## src/rtl/t08_wb_arb_pkg.sv

```systemverilog
// Shared types for the two-requester Wishbone arbiter: FSM state, latched request
// fields, and the default abort limit used when T08_WB_ARB_TIMEOUT_EN is defined.
package t08_wb_arb_pkg;

  localparam int T08_TIMEOUT_CYCLES_DEF = 255;

  typedef enum logic [0:0] {
    ST_IDLE = 1'b0,
    ST_BUS  = 1'b1
  } arb_state_e;

  typedef struct packed {
    logic        we;
    logic [31:0] adr;
    logic [31:0] wdat;
    logic [3:0]  sel;
  } wb_req_t;

  // Slice one requester's fields out of the flattened per-requester buses.
  function automatic wb_req_t pick_req(input logic        idx,
                                       input logic [1:0]  we,
                                       input logic [63:0] adr,
                                       input logic [63:0] wdat,
                                       input logic [7:0]  sel);
    wb_req_t r;
    r.we   = we[idx];
    r.adr  = adr[{idx, 5'd0} +: 32];
    r.wdat = wdat[{idx, 5'd0} +: 32];
    r.sel  = sel[{idx, 2'd0} +: 4];
    return r;
  endfunction

endpackage

```

## src/rtl/t08_wb_arb_rr.sv

```systemverilog
// Two-way round-robin grant: a lone request wins outright, a tie goes to the
// requester that was not granted last.
module t08_wb_arb_rr (
  input  logic [1:0] req,
  input  logic [1:0] last_gnt,
  output logic [1:0] gnt
);

  always_comb begin
    gnt = 2'b00;
    case (req)
      2'b01:   gnt = 2'b01;
      2'b10:   gnt = 2'b10;
      2'b11:   gnt = (last_gnt == 2'b01) ? 2'b10 : 2'b01;
      default: gnt = 2'b00;
    endcase
  end

endmodule

```

## src/rtl/t08_wb_arbiter.sv

```systemverilog
// Wishbone classic arbiter: CPU (0) and display/SPI DMA (1) share one SRAM port.
// Define T08_WB_ARB_TIMEOUT_EN to abort transactions after TIMEOUT_CYCLES bus cycles.
module t08_wb_arbiter
  import t08_wb_arb_pkg::*;
#(
  parameter int TIMEOUT_CYCLES = T08_TIMEOUT_CYCLES_DEF
) (
  input  logic        clk,
  input  logic        nRst,
  input  logic [1:0]  req,
  input  logic [1:0]  we,
  input  logic [63:0] adr,
  input  logic [63:0] wdat,
  input  logic [7:0]  sel,
  output logic [1:0]  done,
  output logic [1:0]  err,
  output logic [63:0] rdat,
  output logic [31:0] wb_adr_o,
  output logic [31:0] wb_dat_o,
  output logic [3:0]  wb_sel_o,
  output logic        wb_we_o,
  output logic        wb_stb_o,
  output logic        wb_cyc_o,
  input  logic [31:0] wb_dat_i,
  input  logic        wb_ack_i
);

  arb_state_e  state_q, state_d;
  logic [1:0]  gnt;
  logic [1:0]  last_gnt_q, last_gnt_d;
  logic        cur_q, cur_d;
  wb_req_t     xfer_q, xfer_d;
  logic [1:0]  done_q, done_d;
  logic [1:0]  err_q, err_d;
  logic [63:0] rdat_q, rdat_d;
  logic        tmo;

  t08_wb_arb_rr u_rr (
    .req      (req),
    .last_gnt (last_gnt_q),
    .gnt      (gnt)
  );

`ifdef T08_WB_ARB_TIMEOUT_EN
  localparam int CNT_W = (TIMEOUT_CYCLES > 1) ? $clog2(TIMEOUT_CYCLES) : 1;

  logic [CNT_W-1:0] cnt_q, cnt_d;

  // Held at zero in IDLE so it always starts a bus cycle cleared.
  always_comb begin
    cnt_d = cnt_q;
    if (state_q == ST_IDLE) cnt_d = '0;
    else if (!wb_ack_i)     cnt_d = cnt_q + 1'b1;
  end

  always_ff @(posedge clk or negedge nRst) begin
    if (!nRst) cnt_q <= '0;
    else       cnt_q <= cnt_d;
  end

  assign tmo = (state_q == ST_BUS) && !wb_ack_i &&
               (cnt_q == CNT_W'(TIMEOUT_CYCLES - 1));
`else
  assign tmo = 1'b0;

  // The limit only matters when the abort counter is built.
  if (TIMEOUT_CYCLES < 1) begin : g_tmo_cfg_unused
  end
`endif

  always_ff @(posedge clk or negedge nRst) begin
    if (!nRst) begin
      state_q    <= ST_IDLE;
      last_gnt_q <= 2'b10;
      cur_q      <= 1'b0;
      xfer_q     <= '0;
      done_q     <= '0;
      err_q      <= '0;
      rdat_q     <= '0;
    end else begin
      state_q    <= state_d;
      last_gnt_q <= last_gnt_d;
      cur_q      <= cur_d;
      xfer_q     <= xfer_d;
      done_q     <= done_d;
      err_q      <= err_d;
      rdat_q     <= rdat_d;
    end
  end

  always_comb begin
    state_d = state_q;
    case (state_q)
      ST_IDLE: if (|req)            state_d = ST_BUS;
      ST_BUS:  if (wb_ack_i || tmo) state_d = ST_IDLE;
      default:                      state_d = ST_IDLE;
    endcase
  end

  // Grant/latch on leaving IDLE; completion pulses and read capture on leaving BUS.
  always_comb begin
    last_gnt_d = last_gnt_q;
    cur_d      = cur_q;
    xfer_d     = xfer_q;
    done_d     = '0;
    err_d      = '0;
    rdat_d     = rdat_q;
    if (state_q == ST_IDLE && |req) begin
      last_gnt_d = gnt;
      cur_d      = gnt[1];
      xfer_d     = pick_req(gnt[1], we, adr, wdat, sel);
    end
    if (state_q == ST_BUS && (wb_ack_i || tmo)) begin
      done_d[cur_q] = 1'b1;
      err_d[cur_q]  = tmo;
      if (wb_ack_i && !xfer_q.we) rdat_d[{cur_q, 5'd0} +: 32] = wb_dat_i;
    end
  end

  always_comb begin
    wb_cyc_o = (state_q == ST_BUS);
    wb_stb_o = (state_q == ST_BUS);
    wb_adr_o = xfer_q.adr;
    wb_dat_o = xfer_q.wdat;
    wb_sel_o = xfer_q.sel;
    wb_we_o  = xfer_q.we;
  end

  assign done = done_q;
  assign err  = err_q;
  assign rdat = rdat_q;

endmodule

```

## config.mk

```make
export PLATFORM = sky130hd
export DESIGN_NAME = t08_wb_arbiter
export DESIGN_NICKNAME = d
export VERILOG_FILES = /design/src/rtl/t08_wb_arb_pkg.sv /design/src/rtl/t08_wb_arb_rr.sv /design/src/rtl/t08_wb_arbiter.sv
export SDC_FILE = /design/constraint.sdc
export NUM_CORES = 1
export LEC_CHECK = 0
export BUFFER_PORTS_ARGS = -buffer_cell sky130_fd_sc_hd__buf_2
export CORE_MARGIN = 2
export CORE_UTILIZATION = 45
export CTS_BUF_LIST = sky130_fd_sc_hd__clkbuf_16
export DETAILED_ROUTE_END_ITERATION = 8
export PLACE_DENSITY = 0.75
export SYNTH_ARGS = -nofsm -noshare
export SYNTH_HDL_FRONTEND = slang
export SYNTH_SLANG_ARGS = --single-unit
```

## constraint.sdc

```tcl
create_clock -name clk -period 1.64 [get_ports clk]
set_clock_uncertainty 0.05 [all_clocks]
set_input_delay 0.41 -clock clk [delete_from_list [all_inputs] [get_ports clk]]
set_output_delay 0.41 -clock clk [all_outputs]
set_load 0.005 [all_outputs]
```

==> results.rst <==
.. list-table::
   :header-rows: 1

   * - Metric
     - Value
   * - Area share of the leading cell type in the synthesized netlist
     - 0.448
   * - Number of top-level pins
     - 314
   * - R2R cell count
     - 7
   * - Layout filler cell count
     - 1,308
   * - Final non-filler cell total
     - 1,253
   * - Number of buffers created by CTS
     - 17
   * - Post-synth top area cell
     - sky130_fd_sc_hd__dfrtp_1
   * - Die outline width
     - 135 µm
   * - Async S/R FF share, synth
     - 1.00
   * - Via Count
     - 6,952
   * - DR WL/cell
     - 18.6 µm
   * - Slack of the worst reg-to-reg path
     - ~0.030 ns
   * - Total die area
     - 18,200 µm²
   * - Result of the run
     - completed
   * - Final Slew Violations
     - 0
   * - Cell count after synthesis
     - 716
   * - Peak supply drop
     - 0.859 mV
   * - Master cell of the clock root buffer
     - sky130_fd_sc_hd__clkbuf_16
   * - RSZ-0062 raised after global routing
     - yes
   * - Worst setup startpoint
     - wb_cyc_o
   * - Synth warnings
     - 0
   * - Total wire length
     - 23,300 µm
   * - Tmin final
     - 1.64 ns
   * - Row cnt
     - 47
   * - Dpl cells
     - 1,203
   * - CP Launch Type
     - register
   * - Number of nets with antenna violations after detailed routing
     - 0
   * - Worst reg2reg startpoint
     - wb_cyc_o
   * - Top_reg_cell synth
     - sky130_fd_sc_hd__dfrtp_1
   * - Layout cell share with drive strength beyond 1
     - 0.541
   * - Congestion Overflow GR
     - 0
   * - Ranking of synthesized cells by area
     - sky130_fd_sc_hd__dfrtp_1, sky130_fd_sc_hd__o41ai_2, sky130_fd_sc_hd__a21oi_1
   * - Relative contribution of the clock network to total power
     - 0.258
   * - Routability Congestion
     - between 0.8 and 0.9
   * - Number of max-capacitance violations reported
     - 0
   * - Power density normalized to cell area
     - 1370 nW/µm²
   * - First-pass GRT wire length
     - 35,700 µm
   * - NetSw
     - 4.87 mW
   * - First drt pass iteration count
     - 5
   * - Total of endpoints with negative setup slack in the final report
     - 0
   * - Initial Util
     - 0.464
   * - Via density
     - ~5.5
   * - Overall die height
     - 135 µm
   * - Max Fanout on Critical Path
     - 4
   * - Cell leakage power
     - 5.23 nW
   * - Switching power share of the total
     - 0.330
   * - Global-route usage over all layers
     - 0.251
   * - Total non-filler cell area in the finished layout
     - 10,700 µm²
   * - Final hold violations
     - 0
   * - Area growth syn-to-layout
     - 39.2%
   * - Clock slew at the register clock pins of the worst setup and hold paths
     - 0.07 ns
   * - Critical Path RT
     - 1.18 ns
   * - Post-detailed-placement cell area
     - 9650 µm²
   * - Number of global-route vias before repair
     - 6,716
   * - Area of the mapped netlist
     - 7710 µm²
   * - Ratio of final minimum period to clock period
     - 0.999
   * - Initial antenna violation count
     - 1
   * - Half-perimeter wire length after placement
     - 15,400 µm
   * - CTS Buffer Depth
     - 2
   * - Element type at the critical path end
     - output port
   * - Share of total power in sequential cells
     - 0.372
   * - Pin count of the biggest net entering global routing
     - 51
   * - Endpoint of the most critical register-to-register path
     - wb_dat_o[5]
   * - Cell Int Power
     - roughly 10 mW
   * - Worst path max stage delay
     - roughly 0.51 ns
   * - Max stage delay cell, worst path
     - sky130_fd_sc_hd__dfrtp_4
   * - Critical path data arrival time
     - 1.18 ns
   * - Cell breakdown of the critical path
     - buf_16 -> buf_6
   * - Clock tree from TritonCTS
     - yes
   * - Total number of nets in the final design
     - 1,194
   * - Number of levels the H-tree was split into
     - 4
   * - Post-synthesis sequential area ratio
     - 0.451
   * - Class of the most critical hold timing path
     - in -> reg
   * - Most numerous cell in the Yosys netlist
     - sky130_fd_sc_hd__a21oi_1
   * - Synth cell count leaders
     - sky130_fd_sc_hd__a21oi_1, sky130_fd_sc_hd__dfrtp_1, sky130_fd_sc_hd__nand2b_1
   * - Std-Cell Core Area
     - 16,600 µm²
   * - Number of DRC violations after detailed-routing iteration 0
     - 286
   * - Worst Setup Path Type
     - reg -> out
   * - Upper clock frequency limit
     - 611 MHz
   * - Synthesized area per cell
     - 10.8 µm²
   * - Post-synth EDFFs
     - 0
   * - Destination of the critical timing path
     - wb_stb_o
   * - Number of unique standard cell types used by synthesis
     - 26
   * - Sinks on the clock net
     - 139
   * - Combinational group share of total power
     - 0.369
   * - Number of remaining DRC errors
     - 0
   * - Source-to-sink clock delay at the later pin of the worst-skew pair
     - 0.41 ns
   * - Number of port buffers
     - 311
   * - Number of synthesized register bits
     - 139
[cells in the final DEF (no fill, tap or decap), types with 6 or more instances in the layout]
cell type / instances
sky130_fd_sc_hd__a21oi_1: 139
sky130_fd_sc_hd__buf_12: 19
sky130_fd_sc_hd__buf_16: 6
sky130_fd_sc_hd__buf_2: 306
sky130_fd_sc_hd__buf_4: 21
sky130_fd_sc_hd__clkbuf_16: 19
sky130_fd_sc_hd__dfrtp_1: 136
sky130_fd_sc_hd__inv_6: 7
sky130_fd_sc_hd__mux2_2: 32
sky130_fd_sc_hd__mux2_4: 30
sky130_fd_sc_hd__nand2_1: 46
sky130_fd_sc_hd__nand2_2: 17
sky130_fd_sc_hd__nand2_4: 8
sky130_fd_sc_hd__nand2b_1: 71
sky130_fd_sc_hd__nor3_1: 69
sky130_fd_sc_hd__o41ai_2: 64
[metal layers]
| layer | track usage | routed length [µm] | up-vias |
|---|---|---|---|
| li1 | - | - | 3225 |
| met1 | 0.325 | 9880 | 3394 |
| met2 | 0.411 | 11000 | 298 |
| met3 | 0.0653 | 1920 | 35 |
| met4 | 0.0839 | 493 | 0 |
| met5 | 0 | 0 | - |
[worst min-delay path by stage]
stage / startpoint / end / slack [ns] / cells past startpoint
detailed placement: nRst / rdat[10] / 0.27 / 1
global placement: nRst / rdat[8] / 0.27 / 1
floorplan: nRst / cur_q / 0.06 / 0
global route: wb_dat_i[23] / rdat[55] / 0.18 / 2
CTS: wb_dat_i[22] / rdat[54] / 0.17 / 2
finish: wb_dat_i[31] / rdat[31] / 0.19 / 2
[power by group through the flow]
stage	Clock (mW)	Combinational [mW]	Sequential, mW
6_report	3.80	5.44	5.49
5_1_grt	4.03	5.88	5.64
4_1_cts	3.89	5.35	5.44
3_5_place_dp	0	5.15	5.48
3_3_place_gp	0	5.01	5.47
2_1_floorplan	0	2.69	5.51
[timing repair]
| action | CTS | global route |
|---|---|---|
| cloned | 5 | 2 |
| hold buffers | 1 | 0 |
| pin swaps | 0 | 8 |
| setup buffers | 7 | 2 |
| setup endpoints to repair | 2 | 72 |
| resized for setup | 11 | 41 |
| endpoints found under the hold margin | 25 | 0 |
[cell type report]
class                      instances  area [µm²]  share of cell area
sequential                       139        3480               0.324
inverter                           2        7.51            0.000699
clock inverter                    15         151              0.0141
timing repair buffer             362        2420               0.225
antenna                            1        2.50            0.000233
clock buffer                      17         425              0.0396
multi-input combinational        497        3980               0.370
tap                              220         275              0.0256
[sequential cells by signal, indices dropped and copies added (netlist names)]
name / flops
wb_dat_o: 32
wb_sel_o: 4
last_gnt_q: 2
done: 2
rdat: 64
wb_we_o: 1
cur_q: 1
wb_adr_o: 32
wb_cyc_o: 1
[worst max-delay path, delay by kind of cell (launching register included)]
| family | cells | cell delay, ns |
|---|---|---|
| DFF | 1 | 0.51 |
| buffers and inverters | 2 | 0.26 |
[cell families after synthesis]
family	count (synthesis)	share of synthesized area
buffers and inverters	81	0.0577
DFF	139	0.451
other	1	0.000486
AOI/OAI and AO/OA	212	0.240
muxes	64	0.108
and+or+nand+nor	219	0.143
[stage by stage]
step           setup TNS [ns]  utilization  power, mW  setup WS, ns  hold WS (ns)
2_1_floorplan               0            -       8.19         0.167        0.0644
3_3_place_gp         -0.00942        0.580       10.5      -0.00942         0.274
3_5_place_dp         -0.00236        0.580       10.6      -0.00236         0.272
4_1_cts               -0.0967        0.632       14.7       -0.0195         0.165
5_1_grt                -0.141        0.645       15.6       -0.0375         0.176
6_report                    0        0.645       14.7       0.00240         0.186
(Power assumes the default switching activity.)
